<file path="src/rtl/pwm_bank.sv">
// rtl/pwm_bank.sv - N-channel PWM bank with shared prescaled period counter
// Duties are shadowed per channel and committed together at period wrap.
module pwm_bank #(
  parameter int NCH = 4,
  parameter int CW  = 8,
  parameter int PSW = 8,
  parameter int CHW = 2
) (
  input  logic             clk,
  input  logic             rst_n,
  input  logic [CW-1:0]    cfg_period,
  input  logic [PSW-1:0]   cfg_prescale,
  input  logic [NCH-1:0]   ch_enable,
  input  logic [NCH-1:0]   ch_invert,
  input  logic             gate,
  input  logic             wr_valid,
  output logic             wr_ready,
  input  logic [CHW-1:0]   wr_ch,
  input  logic [CW-1:0]    wr_duty,
  output logic [NCH-1:0]   pwm_out,
  output logic             period_start,
  output logic [NCH-1:0]   pending
);

  logic [PSW-1:0] pre_cnt;
  logic [CW-1:0]  cnt;
  logic [CW-1:0]  shadow [NCH];
  logic [CW-1:0]  active [NCH];
  logic           gate_m;
  logic           gate_s;
  logic           rdy_en;
  logic           tick;
  logic           wrap;
  logic           wr_fire;

  // >= rather than == so that lowering either config below the live count
  // forces an immediate tick/wrap instead of a full counter roll-over.
  assign tick     = (pre_cnt >= cfg_prescale);
  assign wrap     = tick && (cnt >= cfg_period);
  assign wr_ready = rdy_en && !wrap;
  assign wr_fire  = wr_valid && wr_ready;

  always_ff @(posedge clk or negedge rst_n) begin
    if (!rst_n) begin
      pre_cnt      <= '0;
      cnt          <= '0;
      gate_m       <= 1'b0;
      gate_s       <= 1'b0;
      rdy_en       <= 1'b0;
      period_start <= 1'b0;
      pending      <= '0;
      pwm_out      <= '0;
      for (int i = 0; i < NCH; i++) begin
        shadow[i] <= '0;
        active[i] <= '0;
      end
    end else begin
      rdy_en       <= 1'b1;
      gate_m       <= gate;
      gate_s       <= gate_m;
      pre_cnt      <= tick ? '0 : pre_cnt + PSW'(1);
      period_start <= wrap;
      if (tick) begin
        cnt <= wrap ? '0 : cnt + CW'(1);
      end
      for (int i = 0; i < NCH; i++) begin
        // wr_ready is low on wrap cycles, so commit and write never collide
        if (wrap && pending[i]) begin
          active[i]  <= shadow[i];
          pending[i] <= 1'b0;
        end else if (wr_fire && (wr_ch == CHW'(i))) begin
          shadow[i]  <= wr_duty;
          pending[i] <= 1'b1;
        end
        pwm_out[i] <= (ch_enable[i] && gate_s) ? ((cnt < active[i]) ^ ch_invert[i])
                                               : ch_invert[i];
      end
    end
  end

endmodule

</file>
<file path="config.mk">
export PLATFORM = sky130hd
export DESIGN_NAME = pwm_bank
export DESIGN_NICKNAME = d
export VERILOG_FILES = /design/src/rtl/pwm_bank.sv
export SDC_FILE = /design/constraint.sdc
export NUM_CORES = 1
export LEC_CHECK = 0
export BUFFER_PORTS_ARGS = -buffer_cell sky130_fd_sc_hd__buf_4
export CAP_MARGIN = 20
export CORE_MARGIN = 5
export CORE_UTILIZATION = 45
export CTS_CLUSTER_DIAMETER = 50
export DETAILED_ROUTE_END_ITERATION = 8
export PLACE_DENSITY = 0.74
export REMOVE_ABC_BUFFERS = 1
export SLEW_MARGIN = 10
export SYNTH_ARGS = -nofsm -noshare
export SYNTH_HDL_FRONTEND = slang
export SYNTH_SLANG_ARGS = --single-unit
</file>
<file path="constraint.sdc">
create_clock -name clk -period 4.9 [get_ports clk]
set_input_delay 0.245 -clock clk [delete_from_list [all_inputs] [get_ports clk]]
set_output_delay 0.245 -clock clk [all_outputs]
set_load 0.1 [all_outputs]
</file>
=== Word-level counts from Yosys, hierarchy flattened ===
Cells that the tools add are included.
Widths: inputs -> output; s select.

* Register bits after elaboration: 92
* Bits of input ports: 38
* Output and inout bits: 10
* Logic and storage cells: 77

* Add/subtract/negate cells: 2
* Order comparisons: 6
* Equality and inequality tests: 3
* Multiplexer cells: 14
* Bitwise gates (word level): 8
* Reduce and logical (&&, ||, !) cells: 25

{| class="wikitable"
|+ Operators by type and width
! cell !! count
|-
| $lt 8x8->1 || 4
|-
| $add 8x1->8 const B || 2
|-
| $ge 8x8->1 || 2
|-
| $mux 8 || 2
|-
| $logic_and 1x1->1 || 15
|-
| $mux 1 || 12
|-
| $reduce_and 2->1 || 4
|-
| $reduce_bool 2->1 || 4
|-
| $eq 2x2->1 const B || 2
|-
| $not 1->1 || 4
|-
| $xor 1x1->1 || 4
|-
| $eq 2x1->1 const B || 1
|-
| $logic_not 2->1 || 1
|-
| $logic_not 1->1 || 1
|}

=== Logic depth before layout (Yosys ltp) ===
Gate-level depths: netlist of run 1.

* Depth in word-level cells: 8
* Depth in mapped cells: 9
* Mapped depth without buffers: 7

=== Worst setup path after synthesis of run 1 ===
No wires, ideal clock.

* Kind: reg-to-output
* From: register cnt[2]
* To: output port wr_ready
* Data arrival time: 3.144 ns
* Data required time: 4.655 ns
* Setup slack: 1.511 ns
* Cell stages (with the launch flop): 7
* Path buffers: 0
* Cell sequence: dfrtp_1 > ha_1 > a211oi_2 > o21ai_1 > a211oi_2 > nor2_1 > nor2b_1

* Word-level cells in the longest chain between the ends: 4

{| class="wikitable"
|+ Ends and longest elaborated chain
! what !! line !! RTL
|-
| start: declaration || 26 || <nowiki>logic [CW-1:0] cnt;</nowiki>
|-
| start signal: assignment || 64 || <nowiki>cnt <= wrap ? '0 : cnt + CW'(1);</nowiki>
|-
| $ge 8x8->1 || 39 || <nowiki>assign wrap = tick && (cnt >= cfg_period);</nowiki>
|-
| $logic_and 1x1->1 || 39 ||
|-
| via wrap || 33 || <nowiki>logic wrap;</nowiki>
|-
| $logic_not 1->1 || 40 || <nowiki>assign wr_ready = rdy_en && !wrap;</nowiki>
|-
| $logic_and 1x1->1 || 40 ||
|-
| end: declaration || 17 || <nowiki>output logic wr_ready,</nowiki>
|}

The timed path passes the listed nets, and every way through them passes these cells.

=== Worst setup path in the final report of run 1 ===
Same ends and word-level chain as after synthesis.

==> impl_metrics.py, run 1 <==
metrics = {
    "logic_synthesis": {
        "synth_top_area_share_pct": 47.4,
        "async_set_or_reset_register_ratio_after_synthesis_pct": 100,
        "syn_area_per_cell_um2": 11.6,
        "synth.ff_latch_count": 92,
        "synth_most_common_cell": "sky130_fd_sc_hd__dfrtp_1",
        "synth_area_leaders": "sky130_fd_sc_hd__dfrtp_1 47%, sky130_fd_sc_hd__mux2_2 13%, sky130_fd_sc_hd__ha_1 12%",
        "synthesis.area_mm2": 0.00486,
        "edff_count_synth": 0,
        "synth_commonest_cells": "92 x sky130_fd_sc_hd__dfrtp_1, 56 x sky130_fd_sc_hd__mux2_2, 49 x sky130_fd_sc_hd__inv_1",
        "synthFlopType": "sky130_fd_sc_hd__dfrtp_1",
        "synthesis.instances": 418,
        "count_of_unique_library_cells_instantiated_by_yosys": 40,
        "synth_largest_area_cell": "sky130_fd_sc_hd__dfrtp_1",
        "seq_area_frac_synth_pct": 47.4,
        "ys_warn_count": 0,
    },
    "place": {
        "numPortBuffers": 47,
        "hpwlAfterDp_um": 7420,
        "place.gp.congestion": 0.805,
    },
    "cts": {
        "post_cts_buffers": 0,
        "clock_tree.htree_level_count": 3,
        "clk-insertion-delay-late_ns": 0.36,
        "ctsLongestPathBuffers": 2,
        "tritoncts": "built",
        "root_buffer": "sky130_fd_sc_hd__clkbuf_8",
        "post_cts.resized_instances": 0,
        "count_of_clock_tree_sinks": 92,
        "clock_slew_at_reported_path_ffs_ns": 0.10,
        "cts_buffers": 9,
        "holdBufCountCts": 2,
    },
    "sta": {
        "slew_headroom_pct": 50.1,
        "fin_crit_ns": 3.19,
        "fmaxAchievable_mhz": 314,
        "worst_slew_pin_slew_ns": 0.746,
        "hold-worst-slack_ns": 0.156,
        "finalMaxSlewViolations": 0,
        "final_min_period_over_clock_period_pct": 65.0,
        "rsz0062_at_grt": "false",
        "report.final.hold_viol_count": 0,
        "setup_viol": 0,
        "fin_tns_setup_ns": 0,
        "fin_skew_ns": 0.0119,
    },
    "final_layout": {
        "post-route-util_pct": 52.5,
        "n_fill_cell": 941,
        "antenna-diode-count": 0,
        "layout-drive-gt1-share_pct": 29.0,
        "finish.net_count": 559,
        "synthToLayoutAreaGrowth_pct": 15.6,
    },
    "floorplan": {
        "top_level_ports": 48,
        "dieWidth_um": 114,
        "num_rows": 38,
        "core_area_mm2": 0.0107,
        "die_height_um": 114,
        "fp.dieArea_mm2": 0.0130,
        "initial_core_util_pct": 45.4,
    },
    "global_route": {
        "overflow": 0,
        "grt_antenna_before_repair": 0,
        "grt_pass1_wl_um": 16500,
        "first_global_vias": 3512,
        "gr-usage-all-layers_pct": 16.2,
        "largest_net_degree_at_the_start_of_global_routing": 49,
    },
    "critical_path": {
        "cp.arrival_ns": 2.94,
        "crit_required_ns": 4.66,
        "timing.critical_path.from_type": "flop",
        "worst-path-buf-inv": 1,
        "crit_path_frequent_cell": "sky130_fd_sc_hd__a211oi_2",
        "worst_setup_path_end_kind": "output port",
        "setup_crit_path_kind": "reg -> out",
        "timing.critical_path.slowest_stage_cell": "sky130_fd_sc_hd__a211oi_2",
        "cpLargestDelayFamily": "compound AO/OA/AOI/OAI gates",
        "stage_delay_of_the_slowest_cell_on_the_critical_path_ns": 0.64,
        "path_cells": "ha_1 -> a211oi_2 -> o21ai_1 -> a211oi_2 -> nor2_1 -> nor2b_1 -> buf_4",
        "crit_path_max_fanout": 10,
    },
    "power_and_ir_drop": {
        "ir_worst_vdd_mv": 0.249,
        "powerDensity_mw_per_mm2": 543,
        "power.leakage_nw": 2.71,
    },
    "job": {
        "max_cap_viol_count": 0,
    },
    "route": {
        "drt_pre_antenna_iters": 4,
        "detail_route.iter0.violations": 165,
        "avgViaCountPerCell": 5.28,
        "wirelength_um": 9990,
        "detail_route.drc_violations": 0,
        "vias": 3272,
        "wl_per_cell_um": 16.1,
        "detail-route-antenna-nets": 0,
    },
    "run_status": {
        "outcome": "complete, no violations",
    },
    "hold_path": {
        "hold_path_class": "in -> reg",
    },
}
where the power goes:
group | leakage (nW) | switching [mW] | internal (mW) | total (mW)
combinational | 1.43 | 0.724 | 0.527 | 1.25
clock | 0.113 | 0.273 | 0.306 | 0.578
sequential | 1.16 | 0.211 | 1.01 | 1.22
total | 2.71 | 1.21 | 1.84 | 3.05
sequential cells by signal, indices dropped and copies added, names as in the netlist:
| signal | cells |
|---|---|
| period_start | 1 |
| pre_cnt | 8 |
| pending | 4 |
| shadow | 32 |
| pwm_out | 4 |
| active | 32 |
| gate_m | 1 |
| gate_s | 1 |
| cnt | 8 |
| rdy_en | 1 |
cell families after synthesis:
family	count (synthesis)	synth area share, %
AO/OA/AOI/OAI	57	9.02
flip-flops	92	47.4
buffers and inverters	53	4.43
adder cells (fa/ha/maj)	46	11.8
XOR/XNOR	6	1.08
multiplexers	64	15.5
AND/OR/NAND/NOR	99	10.7
other	1	0.0772
worst paths after layout:
check / startpoint / to / slack, ns / cells past startpoint
setup reg to reg: cnt[2] / shadow[22] / 2.20 / 6
hold reg to reg: gate_m / gate_s / 0.37 / 0
setup / recovery: cnt[2] / wr_ready / 1.71 / 7
max in group asynchronous: rst_n / active[8] / 3.46 / 3
hold / removal: wr_duty[6] / shadow[6] / 0.16 / 2
min in group asynchronous: rst_n / pwm_out[3] / 0.42 / 2
routing by layer:
metal / up-vias / routed length (um) / share of wire, % / track usage (%)
li1: 1592 / - / - / -
met1: 1586 / 4330 / 43 / 19.9
met2: 77 / 5000 / 50 / 28.1
met3: 17 / 459 / 4.6 / 3.82
met4: 0 / 197 / 2.0 / 5.86
met5: - / 0 / 0 / 0
layout by cell type, fill, tap and decap left out, types with 10 or more instances in the layout:
| cell | instances |
|---|---|
| sky130_fd_sc_hd__dfrtp_1 | 92 |
| sky130_fd_sc_hd__clkbuf_8 | 10 |
| sky130_fd_sc_hd__nand3_1 | 19 |
| sky130_fd_sc_hd__a21oi_1 | 13 |
| sky130_fd_sc_hd__nor2_1 | 25 |
| sky130_fd_sc_hd__mux2_2 | 56 |
| sky130_fd_sc_hd__buf_4 | 48 |
| sky130_fd_sc_hd__ha_1 | 46 |
| sky130_fd_sc_hd__inv_1 | 49 |
stage by stage:
step / power, mW / setup WS [ns] / instance area (um^2) / instances
floorplan: 2.14 / 1.51 / 4830 / 414
global placement: 2.42 / 2.18 / 5360 / 602
detailed placement: 2.49 / 2.12 / 5360 / 602
CTS: 3.08 / 1.71 / 5610 / 620
global route: 3.27 / 1.52 / 5610 / 620
finish: 3.05 / 1.71 / 5610 / 620
layout make-up:
type                       count  area, um^2  share of cell area, %
clock inverter                 6        93.8                   1.67
inverter                      49         184                   3.28
clock buffer                  10         138                   2.45
timing repair buffer          50         380                   6.78
multi-input combinational    273        2340                   41.7
sequential                    92        2300                   41.0
tap                          140         175                   3.12
Note: power is estimated with default switching activity, not from simulation.
==> run 2: changes to the inputs <==
--- a/config.mk
+++ b/config.mk
@@ -11,7 +11,7 @@
 export CORE_UTILIZATION = 45
 export CTS_CLUSTER_DIAMETER = 50
 export DETAILED_ROUTE_END_ITERATION = 8
-export PLACE_DENSITY = 0.74
+export PLACE_DENSITY = 0.77
 export REMOVE_ABC_BUFFERS = 1
 export SLEW_MARGIN = 10
 export SYNTH_ARGS = -nofsm -noshare
==> constraint.sdc (replaced) <==
create_clock -name clk -period 2.6 [get_ports clk]
set_input_delay 0.13 -clock clk [delete_from_list [all_inputs] [get_ports clk]]
set_output_delay 0.13 -clock clk [all_outputs]
set_load 0.1 [all_outputs]
==> impl_metrics.py, run 2 (synthesis results as in run 1) <==
metrics = {
    "final_layout": {
        "finish.net_count": 578,
        "largest_registers": "active: 32 flops, shadow: 32 flops",
        "synthToLayoutAreaGrowth_pct": 19.3,
        "layout.cells.non_filler": 639,
        "layout_commonest_cell": "sky130_fd_sc_hd__dfrtp_1",
        "antenna-diode-count": 0,
        "mostFrequentLayoutCells": "92 x sky130_fd_sc_hd__dfrtp_1, 65 x sky130_fd_sc_hd__buf_4, 56 x sky130_fd_sc_hd__mux2_2, 49 x sky130_fd_sc_hd__inv_1, 45 x sky130_fd_sc_hd__ha_1",
        "layout-drive-gt1-share_pct": 32.1,
    },
    "critical_path": {
        "worst_setup_path_end_kind": "output port",
        "path_cells": "ha_1 -> a211oi_2 -> o21ai_1 -> a211oi_2 -> buf_4 -> nor2_2 -> nor2b_1 -> buf_6",
        "stage_delay_of_the_slowest_cell_on_the_critical_path_ns": 0.39,
        "setup_crit_path_kind": "reg -> out",
        "crit_path_frequent_cell": "sky130_fd_sc_hd__a211oi_2",
        "reg2reg_depth": 6,
        "r2r_end": "shadow[1]",
        "crit_required_ns": 2.47,
        "crit_path_max_fanout": 8,
        "source_of_the_worst_register_to_register_timing_path": "cnt[2]",
        "timing.critical_path.slowest_stage_cell": "sky130_fd_sc_hd__dfrtp_1",
        "ff2ff_setup_slack_ns": 0.15,
        "timing.critical_path.from_type": "flop",
        "cp.arrival_ns": 2.33,
    },
    "floorplan": {
        "dieWidth_um": 114,
        "fp.dieArea_mm2": 0.0130,
        "initial_core_util_pct": 45.4,
        "die_height_um": 114,
        "top_level_ports": 48,
        "core_area_mm2": 0.0107,
        "num_rows": 38,
    },
    "power_and_ir_drop": {
        "power.share.clock_pct": 18.4,
        "cell_internal_pwr_mw": 3.60,
        "power.leakage_nw": 2.81,
        "ir_worst_vdd_mv": 0.521,
        "netSwitchingPower_mw": 2.31,
        "p_comb_share_pct": 44.5,
        "p_seq_share_pct": 37.0,
        "powerDensity_mw_per_mm2": 1020,
        "switching_share_pct": 39.1,
    },
    "cts": {
        "tritoncts": "built",
        "clock_tree.htree_level_count": 3,
        "ctsLongestPathBuffers": 2,
        "clk-insertion-delay-late_ns": 0.36,
        "cts_buffers": 9,
        "root_buffer": "sky130_fd_sc_hd__clkbuf_8",
        "clock_slew_at_reported_path_ffs_ns": 0.10,
        "count_of_clock_tree_sinks": 92,
    },
    "global_route": {
        "grt_antenna_before_repair": 0,
        "first_global_vias": 3552,
        "grt_pass1_wl_um": 16900,
        "largest_net_degree_at_the_start_of_global_routing": 41,
        "overflow": 0,
        "gr-usage-all-layers_pct": 16.7,
    },
    "route": {
        "vias": 3381,
        "detail_route.iter0.violations": 115,
        "detail-route-antenna-nets": 0,
        "drt_pre_antenna_iters": 4,
        "wirelength_um": 9960,
        "detail_route.drc_violations": 0,
        "detailroute.wirelength.met3_um": 319,
        "detail_route.wirelength.met1_um": 4350,
        "highest-signal-layer": "met4",
        "met2_wirelength_um": 5070,
        "wl_per_cell_um": 15.6,
        "avgViaCountPerCell": 5.29,
    },
    "sta": {
        "finalMaxSlewViolations": 0,
        "fin_skew_ns": 0.0159,
        "final_min_period_over_clock_period_pct": 94.8,
        "fin_crit_ns": 2.46,
        "setup_viol": 0,
        "fmaxAchievable_mhz": 406,
        "rsz0062_at_grt": "false",
        "worst_slew_pin_slew_ns": 0.533,
        "report.final.hold_viol_count": 0,
        "hold-worst-slack_ns": 0.0309,
        "slew_headroom_pct": 64.5,
    },
    "hold_path": {
        "min-delay-start": "wr_duty[2]",
        "holdPathEnd": "shadow[26]",
        "hold_depth": 2,
        "hold_path_class": "in -> reg",
    },
    "place": {
        "hpwlAfterDp_um": 7560,
        "numPortBuffers": 47,
        "placed_cells_incl_taps": 618,
        "place.gp.congestion": 0.817,
    },
    "job": {
        "max_cap_viol_count": 0,
    },
    "run_status": {
        "outcome": "complete, no violations",
    },
}
-- run 2: how the worst max path moves through the flow --
stage / start / end / slack (ns)
2_1_floorplan: cnt[2] / wr_ready / -0.67
3_3_place_gp: cnt[2] / shadow[5] / 0.21
3_5_place_dp: cnt[2] / shadow[1] / 0.15
4_1_cts: pre_cnt[5] / wr_ready / 0.008
5_1_grt: cnt[2] / shadow[1] / 0.03
6_report: cnt[2] / wr_ready / 0.14
-- run 2: power by group through the flow --
| stage | Sequential (mW) | Combinational (mW) | Clock, mW |
|---|---|---|---|
| 4_1_cts | 2.18 | 2.63 | 1.13 |
| 6_report | 2.19 | 2.63 | 1.09 |
| 2_1_floorplan | 2.59 | 1.44 | 0 |
| 3_3_place_gp | 2.19 | 2.44 | 0 |
| 5_1_grt | 2.25 | 2.92 | 1.18 |
| 3_5_place_dp | 2.21 | 2.58 | 0 |
-- run 2: critical path: cells and delay by family, from the launching register on --
family,cells,cell delay (ns)
compound gates,3,0.56
fa+ha+maj,1,0.31
buf+inv,2,0.46
flops,1,0.39
simple gates,2,0.25
-- run 2: repair_timing --
| item | CTS | global route |
|---|---|---|
| hold buffers | 3 | 0 |
| setup buffers | 0 | 2 |
| endpoints found under the setup margin | 1 | 1 |
| gates resized for setup | 3 | 2 |
| hold endpoints to repair | 40 | 0 |
| pin swaps | 0 | 1 |
| gates cloned | 0 | 0 |
-- run 2: final cells by class --
cell class                      count  area [um^2]
Sequential cell                    92         2300
Tap cell                          140          175
Multi-Input combinational cell    273         2370
Fill cell                         909         4900
Inverter                           49          184
Clock inverter                      6         93.8
Timing Repair Buffer               69          529
Clock buffer                       10          138
-- run 2: through the flow --
stage	setup slack, ns	cell area (um^2)	power (mW)	setup TNS (ns)	util (%)
after floorplan	-0.674	4830	4.03	-0.674	-
after global placement	0.211	5480	4.63	0	51.2
after detailed placement	0.152	5480	4.79	0	51.2
after CTS	0.00849	5770	5.94	0	53.9
after global routing	0.0274	5800	6.35	0	54.2
final	0.135	5800	5.91	0	54.2
-- run 2: metal layers --
| layer | global-route usage [%] | vias up |
|---|---|---|
| li1 | - | 1635 |
| met1 | 20.1 | 1679 |
| met2 | 28.6 | 54 |
| met3 | 3.93 | 13 |
| met4 | 6.97 | 0 |
| met5 | 0 | - |
==> run 3: changes to the inputs <==
--- a/config.mk
+++ b/config.mk
@@ -5,13 +5,15 @@
 export SDC_FILE = /design/constraint.sdc
 export NUM_CORES = 1
 export LEC_CHECK = 0
-export BUFFER_PORTS_ARGS = -buffer_cell sky130_fd_sc_hd__buf_4
+export BUFFER_PORTS_ARGS = -buffer_cell sky130_fd_sc_hd__buf_2
 export CAP_MARGIN = 20
+export CELL_PAD_IN_SITES_DETAIL_PLACEMENT = 1
+export CELL_PAD_IN_SITES_GLOBAL_PLACEMENT = 2
 export CORE_MARGIN = 5
-export CORE_UTILIZATION = 45
+export CORE_UTILIZATION = 36
 export CTS_CLUSTER_DIAMETER = 50
 export DETAILED_ROUTE_END_ITERATION = 8
-export PLACE_DENSITY = 0.77
+export PLACE_DENSITY = 0.87
 export REMOVE_ABC_BUFFERS = 1
 export SLEW_MARGIN = 10
 export SYNTH_ARGS = -nofsm -noshare
==> impl_metrics.py, run 3 (synthesis results as in run 1) <==
metrics = {
    "run_status": {
        "outcome": "complete, no violations",
    },
    "cts": {
        "root_buffer": "sky130_fd_sc_hd__clkbuf_16",
        "count_of_clock_tree_sinks": 92,
        "tritoncts": "built",
        "post_cts_buffers": 0,
        "clock_tree.htree_level_count": 3,
        "ctsLongestPathBuffers": 2,
        "clk-insertion-delay-late_ns": 0.34,
        "cts_buffers": 9,
        "clock_slew_at_reported_path_ffs_ns": 0.06,
    },
    "critical_path": {
        "worst_setup_path_end_kind": "output port",
        "source_of_the_worst_register_to_register_timing_path": "pre_cnt[2]",
        "reg2reg_depth": 6,
        "r2r_end": "shadow[5]",
        "timing.critical_path.from_type": "flop",
        "setup_crit_path_kind": "reg -> out",
        "timing.critical_path.slowest_stage_cell": "sky130_fd_sc_hd__dfrtp_1",
        "stage_delay_of_the_slowest_cell_on_the_critical_path_ns": 0.43,
        "crit_path_max_fanout": 6,
        "crit_required_ns": 2.47,
        "path_cells": "ha_1 -> a211o_1 -> a31oi_2 -> o311a_4 -> nor2_2 -> nor2b_2 -> buf_12",
        "ff2ff_setup_slack_ns": 0.14,
        "cp.arrival_ns": 2.36,
    },
    "floorplan": {
        "top_level_ports": 48,
        "fp.dieArea_mm2": 0.0159,
        "core_area_mm2": 0.0132,
        "num_rows": 42,
        "die_height_um": 126,
        "dieWidth_um": 126,
        "initial_core_util_pct": 36.7,
    },
    "place": {
        "dpl_worst_slack_ns": 0.172,
        "numPortBuffers": 47,
        "placed_cells_incl_taps": 653,
        "hpwlAfterDp_um": 8520,
        "place.gp.congestion": 0.789,
    },
    "route": {
        "wl_per_cell_um": 16.8,
        "vias": 3376,
        "detail-route-antenna-nets": 0,
        "wirelength_um": 11200,
        "drt_pre_antenna_iters": 4,
        "detail_route.iter0.violations": 71,
        "detail_route.drc_violations": 0,
        "avgViaCountPerCell": 5.05,
    },
    "power_and_ir_drop": {
        "ir_worst_vdd_mv": 0.311,
        "powerDensity_mw_per_mm2": 1040,
        "power.leakage_nw": 2.77,
    },
    "global_route": {
        "grt_pass1_wl_um": 18500,
        "gr-usage-all-layers_pct": 14.6,
        "first_global_vias": 3694,
        "largest_net_degree_at_the_start_of_global_routing": 73,
        "grt_antenna_before_repair": 1,
        "overflow": 0,
    },
    "sta": {
        "fin_skew_ns": 0.00843,
        "fmaxAchievable_mhz": 401,
        "final_min_period_over_clock_period_pct": 95.9,
        "finalMaxSlewViolations": 0,
        "setup_viol": 0,
        "slew_headroom_pct": 64.8,
        "rsz0062_at_grt": "false",
        "final_critical_path_setup_slack_ns": 0.107,
        "report.final.hold_viol_count": 0,
        "fin_crit_ns": 2.49,
        "worst_slew_pin_slew_ns": 0.526,
    },
    "final_layout": {
        "layout.cells.non_filler": 669,
        "finish.net_count": 574,
        "layout-drive-gt1-share_pct": 31.2,
        "antenna-diode-count": 0,
        "largest_registers": "active: 32 flops, shadow: 32 flops",
        "layout_commonest_cell": "sky130_fd_sc_hd__dfrtp_1",
        "n_fill_cell": 1484,
        "mostFrequentLayoutCells": "92 x sky130_fd_sc_hd__dfrtp_1, 56 x sky130_fd_sc_hd__mux2_2, 49 x sky130_fd_sc_hd__inv_1, 46 x sky130_fd_sc_hd__ha_1, 45 x sky130_fd_sc_hd__buf_2",
        "synthToLayoutAreaGrowth_pct": 17.9,
    },
    "job": {
        "max_cap_viol_count": 0,
    },
    "hold_path": {
        "min-delay-start": "wr_duty[1]",
        "holdPathEnd": "shadow[1]",
        "hold_path_class": "in -> reg",
        "hold_depth": 2,
    },
}
==> run 3: changes by cell type in the layout (fill, tap and decap cells not counted), moves of 2 or more <==
| cell | previous run | this run |
|---|---|---|
| sky130_fd_sc_hd__buf_2 | 0 | 45 |
| sky130_fd_sc_hd__clkbuf_8 | 10 | 1 |
| sky130_fd_sc_hd__buf_12 | 0 | 2 |
| sky130_fd_sc_hd__clkinv_2 | 1 | 3 |
| sky130_fd_sc_hd__clkbuf_16 | 0 | 9 |
| sky130_fd_sc_hd__bufinv_16 | 2 | 0 |
| sky130_fd_sc_hd__buf_4 | 65 | 16 |
==> run 3: area by class of cell <==
class / instances / area [um^2] / area share (%)
repair buffers: 65 / 405 / 7.08
clock inverters: 3 / 15.0 / 0.262
clock buffers: 11 / 243 / 4.24
multi-input cells: 273 / 2360 / 41.1
inverters: 49 / 184 / 3.21
well taps: 176 / 220 / 3.85
flip-flops and latches: 92 / 2300 / 40.2
==> run 3: repair_timing <==
item	in CTS	in global routing
hold buffers	2	0
setup endpoints to repair	1	1
gates resized for setup	2	1
hold endpoints to repair	21	0
cloned	0	0
==> run 3: layer usage <==
| metal | track usage, % | vias up | wire length [um] |
|---|---|---|---|
| li1 | - | 1623 | - |
| met1 | 18.3 | 1693 | 5070 |
| met2 | 24.9 | 40 | 5640 |
| met3 | 2.12 | 18 | 267 |
| met4 | 6.75 | 2 | 253 |
| met5 | 0 | - | 7 |
==> run 3: how the worst max path moves through the flow <==
stage                          start         to  slack, ns  depth (start not counted)
after global routing      pre_cnt[2]   wr_ready       0.02                          7
after floorplan               cnt[2]   wr_ready      -0.67                          6
final                     pre_cnt[2]   wr_ready       0.11                          7
after global placement    pre_cnt[2]  shadow[4]       0.26                          6
after detailed placement  pre_cnt[2]  shadow[1]       0.17                          6
after CTS                 pre_cnt[5]   wr_ready       0.02                          6
==> run 3: worst max-delay path, delay by kind of cell (launching register included) <==
| kind | cells | cell delay [ns] |
|---|---|---|
| AO/OA/AOI/OAI | 3 | 0.82 |
| flip-flops | 1 | 0.43 |
| adder cells (fa/ha/maj) | 1 | 0.33 |
| AND/OR/NAND/NOR | 2 | 0.26 |
| buffers and inverters | 1 | 0.19 |
==> run 3: through the flow <==
stage               setup TNS (ns)  utilization, %  power (mW)  area [um^2]  hold WS (ns)
floorplan                   -0.674               -        4.03         4830        -0.166
global placement                 0            41.0        4.65         5430        0.0504
detailed placement               0            41.0        4.81         5430        0.0524
CTS                              0            43.2        6.03         5720        0.0834
global route                     0            43.2        6.40         5730         0.103
finish                           0            43.2        5.96         5730        0.0912
==> run 3: power breakdown <==
| group | switching [mW] | internal, mW | leakage, nW |
|---|---|---|---|
| logic | 1.54 | 1.05 | 1.48 |
| registers | 0.290 | 1.91 | 1.16 |
| clock network | 0.521 | 0.659 | 0.131 |
